--- config.mk ---
export PLATFORM = sky130hd
export DESIGN_NAME = memwb_skid_stage
export DESIGN_NICKNAME = d
export VERILOG_FILES = /design/src/rtl/memwb_skid_stage.sv
export SDC_FILE = /design/constraint.sdc
export NUM_CORES = 1
export LEC_CHECK = 0
export CELL_PAD_IN_SITES_DETAIL_PLACEMENT = 1
export CELL_PAD_IN_SITES_GLOBAL_PLACEMENT = 2
export CORE_UTILIZATION = 30
export CTS_BUF_LIST = sky130_fd_sc_hd__clkbuf_8
export DETAILED_ROUTE_END_ITERATION = 16
export MAX_ROUTING_LAYER = met4
export PLACE_DENSITY = 0.77
export SLEW_MARGIN = 20
export SYNTH_ARGS = -nofsm -noshare
export SYNTH_HDL_FRONTEND = slang
export SYNTH_SLANG_ARGS = --single-unit
--- constraint.sdc ---
create_clock -name clock -period 2.7 [get_ports clock]
set_clock_uncertainty 0.05 [all_clocks]
set_input_delay 0.54 -clock clock [delete_from_list [all_inputs] [get_ports clock]]
set_output_delay 0.54 -clock clock [all_outputs]
set_load 0.03 [all_outputs]
--- src/rtl/memwb_skid_stage.sv ---
// MEM/WB pipeline stage: valid/ready handshake with a 2-entry skid buffer (head + skid slot),
// flush, and a pre-muxed writeback bus with optional register-zero write suppression.
module memwb_skid_stage #(
    parameter int DATA_W     = 32,
    parameter int RADDR_W    = 5,
    parameter bit ZERO_GUARD = 1'b1
) (
    input  logic               clock,
    input  logic               reset,
    input  logic               flush,
    input  logic               in_valid,
    output logic               in_ready,
    input  logic [DATA_W-1:0]  in_mem_data,
    input  logic [DATA_W-1:0]  in_alu_result,
    input  logic [RADDR_W-1:0] in_rd,
    input  logic               in_mem_to_reg,
    input  logic               in_reg_write,
    output logic               out_valid,
    input  logic               out_ready,
    output logic [DATA_W-1:0]  out_mem_data,
    output logic [DATA_W-1:0]  out_alu_result,
    output logic [RADDR_W-1:0] out_rd,
    output logic               out_mem_to_reg,
    output logic               out_reg_write,
    output logic [DATA_W-1:0]  wb_data,
    output logic [RADDR_W-1:0] wb_rd,
    output logic               wb_we,
    output logic [1:0]         occupancy
);

    typedef enum logic [1:0] {
        EMPTY = 2'd0,
        ONE   = 2'd1,
        FULL  = 2'd2
    } state_t;

    typedef struct packed {
        logic [DATA_W-1:0]  memData;
        logic [DATA_W-1:0]  aluResult;
        logic [RADDR_W-1:0] rd;
        logic               memToReg;
        logic               regWrite;
    } entry_t;

    state_t state;
    entry_t headEntry;
    entry_t skidEntry;
    entry_t inEntry;
    logic   accept;
    logic   drain;

    // Handshake: a transfer happens on a posedge where valid & ready are both high;
    // in_ready comes from registered state only, so it never depends on out_ready.
    assign in_ready  = (state != FULL);
    assign out_valid = (state != EMPTY);
    assign accept    = in_valid & in_ready;
    assign drain     = out_valid & out_ready;
    assign occupancy = state;

    assign inEntry = '{memData:   in_mem_data,
                       aluResult: in_alu_result,
                       rd:        in_rd,
                       memToReg:  in_mem_to_reg,
                       regWrite:  in_reg_write};

    always_ff @(posedge clock) begin
        if (reset) begin
            state     <= EMPTY;
            headEntry <= '0;
            skidEntry <= '0;
        end else if (flush) begin
            // Drain in this cycle is consumed; any accept in this cycle is dropped.
            state <= EMPTY;
        end else begin
            case (state)
                EMPTY: begin
                    if (accept) begin
                        headEntry <= inEntry;
                        state     <= ONE;
                    end
                end
                ONE: begin
                    if (accept && drain) begin
                        headEntry <= inEntry;
                    end else if (accept) begin
                        skidEntry <= inEntry;
                        state     <= FULL;
                    end else if (drain) begin
                        state <= EMPTY;
                    end
                end
                FULL: begin
                    if (drain) begin
                        headEntry <= skidEntry;
                        state     <= ONE;
                    end
                end
                default: state <= EMPTY;
            endcase
        end
    end

    assign out_mem_data   = headEntry.memData;
    assign out_alu_result = headEntry.aluResult;
    assign out_rd         = headEntry.rd;
    assign out_mem_to_reg = headEntry.memToReg;
    assign out_reg_write  = headEntry.regWrite;

    // Stale head fields after a drain or flush must never produce a write.
    assign wb_data = headEntry.memToReg ? headEntry.memData : headEntry.aluResult;
    assign wb_rd   = headEntry.rd;
    assign wb_we   = out_valid & headEntry.regWrite &
                     (ZERO_GUARD ? (headEntry.rd != '0) : 1'b1);

endmodule

# Yosys cells after proc, flatten, opt, wreduce, memory -nomap -nowiden
# Index checks and enable logic that the tools add are counted.
[word_totals] word_cells=45 mem_bits_rw=0 regBits=144 romBits=0 inputBits=76 memories=0 latchBits=0
[op_classes] mul=0 n_eq_ne=8 shifts=0 n_mux=11 n_lt_le_gt_ge=0 n_reduce_logical=9 n_bitwise=6 n_addsub=0 div=0
[ops] operator="two-way mux 71 bit" n=3
[ops] operator="case mux 71 bit (3 select lines)" n=1
[ops] operator="two-way mux 32 bit" n=1
[ops] operator="two-way mux 2 bit" n=5
[ops] operator="!= test 2 bit (second input constant)" n=5
[ops] operator="AND reduction 4 bit" n=2
[ops] operator="case mux 2 bit (3 select lines)" n=1
[ops] operator="AND reduction 5 bit" n=1
[ops] operator="nonzero test 5 bit" n=1
[ops] operator="AND 1 bit" n=4
[ops] operator="!= test 3 bit (second input constant)" n=1
[ops] operator="nonzero test 3 bit" n=1
[ops] operator="== test 2 x 1 -> 1 bit (second input constant)" n=1
[ops] operator="== test 2 bit (second input constant)" n=1
[ops] operator="zero test 2 bit" n=1
[ops] operator="inverter 1 bit" n=2
[ops] operator="nonzero test 2 bit" n=1
[ops] operator="OR reduction 2 bit" n=1
[ops] operator="logical AND 1 bit" n=1

# Logic depth before layout (Yosys ltp)
[depth] ltp_word=6 depth_mapped=6 ltp_nobuf=4

# Worst setup path before layout
# OpenSTA, ideal clock, no wires.
[synth_path] path_kind="flip-flop to output port" startpoint="reg headEntry (netlist bit out_mem_to_reg)" endpoint="out wb_data[10]" slack_ns=0.746 t_arrival_ns=1.364 stages_incl_launch_ff=4 cell_sequence="dfxtp_1 clkbuf_1 buf_2 mux2_2"
[synth_via] elab_chain_len=1
[synth_lines] element="from (decl)" line="46" rtl="entry_t headEntry;"
[synth_lines] element="from (signal assigned)" line="78" rtl="headEntry <= inEntry;"
[synth_lines] element="from (signal assigned)" line="84" rtl="headEntry <= inEntry;"
[synth_lines] element="from (signal assigned)" line="94" rtl="headEntry <= skidEntry;"
[synth_lines] element="two-way mux 32 bit" line="110" rtl="assign wb_data = headEntry.memToReg ? headEntry.memData : headEntry.aluResult;"
[synth_lines] element="to (decl)" line="25" rtl="output logic [DATA_W-1:0] wb_data,"
# Every way passes these cells.

# Worst setup path in the final report
[layout_path] startpoint="reg headEntry (netlist bit out_mem_to_reg)" endpoint="out wb_data[22]"
# The elaborated chain is that of the path after synthesis.

==> flow_summary.toml <==
[timing]
holdWs_ps = 410
fmax_mhz = 384
finalSetupViolCount = 0
rsz0062_at_grt = "no"
tightest_slew_ps = 618
tns_ps = 0
fin_crit_sh_pct = 96.5
final.min_clock_period_ps = 2610
final_max_slew_viol_count = 0
hold_viol = 0
slew_headroom_pct = 58.8

[setup_path]
critPathCaptureType = "output pin"
critPathArrivalTime_ps = 2020
timing.rr.end = "out_alu_result[0]"
required_ps = 2110
r2r_setup_slack_ps = 830
crit_slowest_cell = "clkdlybuf4s50_1"
r2r-start = "occupancy[0]"
r2r_cells = 4
worstSetupStartpointType = "register"
crit_chain = "buf_12 > mux2_2 > clkdlybuf4s50_1"
cp_top_family = "buffers and inverters"
slowest_delay_ps = 600
crit_type = "reg2out"
cp_max_fo = 34
critPathBufInv = 2

[logic_synthesis]
syn-cell-area_um2 = 7650
synth_fp_nets = 854
syn_inst = 778
ys_types = 29
yosysSeqAreaShare_pct = 37.7
syn_area_per_cell_um2 = 9.83
synth_seq_cells = 144
yosysWarnings = 0

[route]
drtIter0Drc = 294
routedWlPerCell_um = 18.1
drtAntennaViolNets = 0
num_vias = 6143
drt_first_pass_iters = 4
remaining_drc_errors = 0
wl_um = 22800
viasPerCell = 4.89

[floorplanning]
die-area_um2 = 26100
die_w_um = 162
rows = 58
die_h_um = 162
pin_count = 189
initial_core_util_pct = 30.5
core_um2 = 25100

[cts]
clk_pin_slew_worst_paths_ps = 100
cts_tree = "yes"
cts.sinks = 144
clk_latency_ps = 460
cts-buffers-inserted = 17
htreeDepth = 4
root_buffer = "clkbuf_8"
clock_path_buffers = 2
post-cts-setup-buffers = 0
cts_hold_buf = 0

[layout]
multiInputGateArea_um2 = 4210
fin_cells = 1255
largest-register = "skidEntry"
n_antenna_cell = 0
final_common_cell = "clkdlybuf4s50_1"
area_growth_syn_to_layout_pct = 32.0
drive_gt1_share_pct = 23.5
ff_latch_area_um2 = 2880
fillers = 2861
mostFrequentLayoutCells = "clkdlybuf4s50_1 (176), dfxtp_1 (143), nand2_1 (81)"
largest_reg_flops = 71
finalNetCount = 988

[power]
pwr-share-seq_pct = 43.6
swShare_pct = 29.7
p_int_uw = 3640
power_leakage_uw = 0.00424
p_per_area_nw_per_um2 = 512
peakVddDrop_mv = 0.243
p_total_uw = 5170
combPwrFrac_pct = 17.8
p_sw_uw = 1530
pwr-share-clk_pct = 38.6

[global_route]
grt_pass1_vias = 5941
grt_pass1_wl_um = 35400
grt_use_total_pct = 18.1
grt_overflow_total = 0
antenna_found_initial = 0
grt_max_degree = 92

[placed_design]
port-buffer-count = 188
routabilityCongestion = 0.735
dp_cells = 1223
post-dp-hpwl_um = 14900

[min_path]
hold_depth = 2
hold_path_class = "reg2reg"
min_to = "skidEntry[7]"
hp-start = "skidEntry[7]"

[run_status]
status = "complete, no violations"

[job]
drv_cap = 0
worst register-to-register path, cell delays in order, from the launching register on:
cell and delay, ps:
dfxtp_1 490, nand2b_4 230, buf_12 460, mux2i_1 420, o41ai_2 100
Yosys cell counts:
cell | count | area share, %
a2111oi_1 | 1 | 0.13
a21oi_1 | 72 | 4.7
a21oi_4 | 1 | 0.21
and2b_1 | 1 | 0.098
and3b_1 | 1 | 0.11
buf_1 | 2 | 0.098
buf_2 | 12 | 0.78
buf_4 | 15 | 1.5
buf_6 | 23 | 3.4
clkbuf_1 | 35 | 1.7
dfxtp_1 | 144 | 38
mux2_2 | 32 | 4.7
mux2i_1 | 71 | 9.3
nand2_1 | 81 | 4.0
nand2_2 | 63 | 5.2
nand2b_1 | 2 | 0.16
nand2b_4 | 1 | 0.18
nor2b_1 | 71 | 5.8
nor3_1 | 1 | 0.065
nor3_4 | 1 | 0.21
o211a_1 | 1 | 0.13
o21a_1 | 1 | 0.098
o21ai_1 | 71 | 4.6
o22a_1 | 1 | 0.11
o41ai_1 | 3 | 0.34
o41ai_2 | 68 | 14
or2_2 | 1 | 0.082
or3_1 | 1 | 0.082
or4_1 | 1 | 0.098
cell families after synthesis:
kind of cell,count (synthesis),share of synthesized area (%)
AO/OA/AOI/OAI,219,24.8
buffers and inverters,87,7.46
flip-flops,144,37.7
AND/OR/NAND/NOR,225,16.0
multiplexers,103,14.0
routing by layer:
metal	up-vias	global-route usage, %	share of wire, %	routed length, µm
met1	3006	25.2	50	11400
met2	100	27.5	46	10500
met5	-	-	0	0
met3	11	2.81	3.1	696
li1	3026	-	-	-
met4	0	4.07	0.81	184
layout make-up:
class | count | share of cell area, %
Clock buffer | 18 | 2.45
Timing Repair Buffer | 202 | 21.2
Multi-Input combinational cell | 547 | 41.7
Sequential cell | 144 | 28.6
Clock inverter | 14 | 2.02
Tap cell | 330 | 4.09
stage by stage:
| step | setup WS [ps] | instance area, µm² | utilization [%] |
|---|---|---|---|
| 2_1_floorplan | 746 | 7650 | - |
| 3_3_place_gp | 375 | 9620 | 38.3 |
| 3_5_place_dp | 373 | 9620 | 38.3 |
| 4_1_cts | 7.38 | 10100 | 40.1 |
| 5_1_grt | 0.310 | 10100 | 40.2 |
| 6_report | 93.4 | 10100 | 40.2 |
worst max-delay path by stage:
stage,startpoint,end,slack (ps),cells after the start
global placement,out_ready,skidEntry[18],380,6
CTS,out_mem_to_reg,wb_data[16],7,3
global route,out_mem_to_reg,wb_data[4],0.3,3
detailed placement,out_ready,skidEntry[18],370,6
finish,out_mem_to_reg,wb_data[22],90,3
floorplan,out_mem_to_reg,wb_data[10],750,3
power groups by stage:
| stage | Combinational (µW) | Clock [µW] | Sequential, µW |
|---|---|---|---|
| final | 918 | 2000 | 2250 |
| after global routing | 974 | 2160 | 2260 |
| after CTS | 931 | 2070 | 2260 |
| after floorplan | 446 | 0 | 2380 |
| after detailed placement | 928 | 0 | 2300 |
| after global placement | 922 | 0 | 2300 |
repair_timing:
item	in CTS	in global routing
setup endpoints to repair	1	9
gates resized for setup	1	9
hold endpoints to repair	0	0
gates cloned	0	0
No activity file was read; power rests on OpenSTA's default activity.
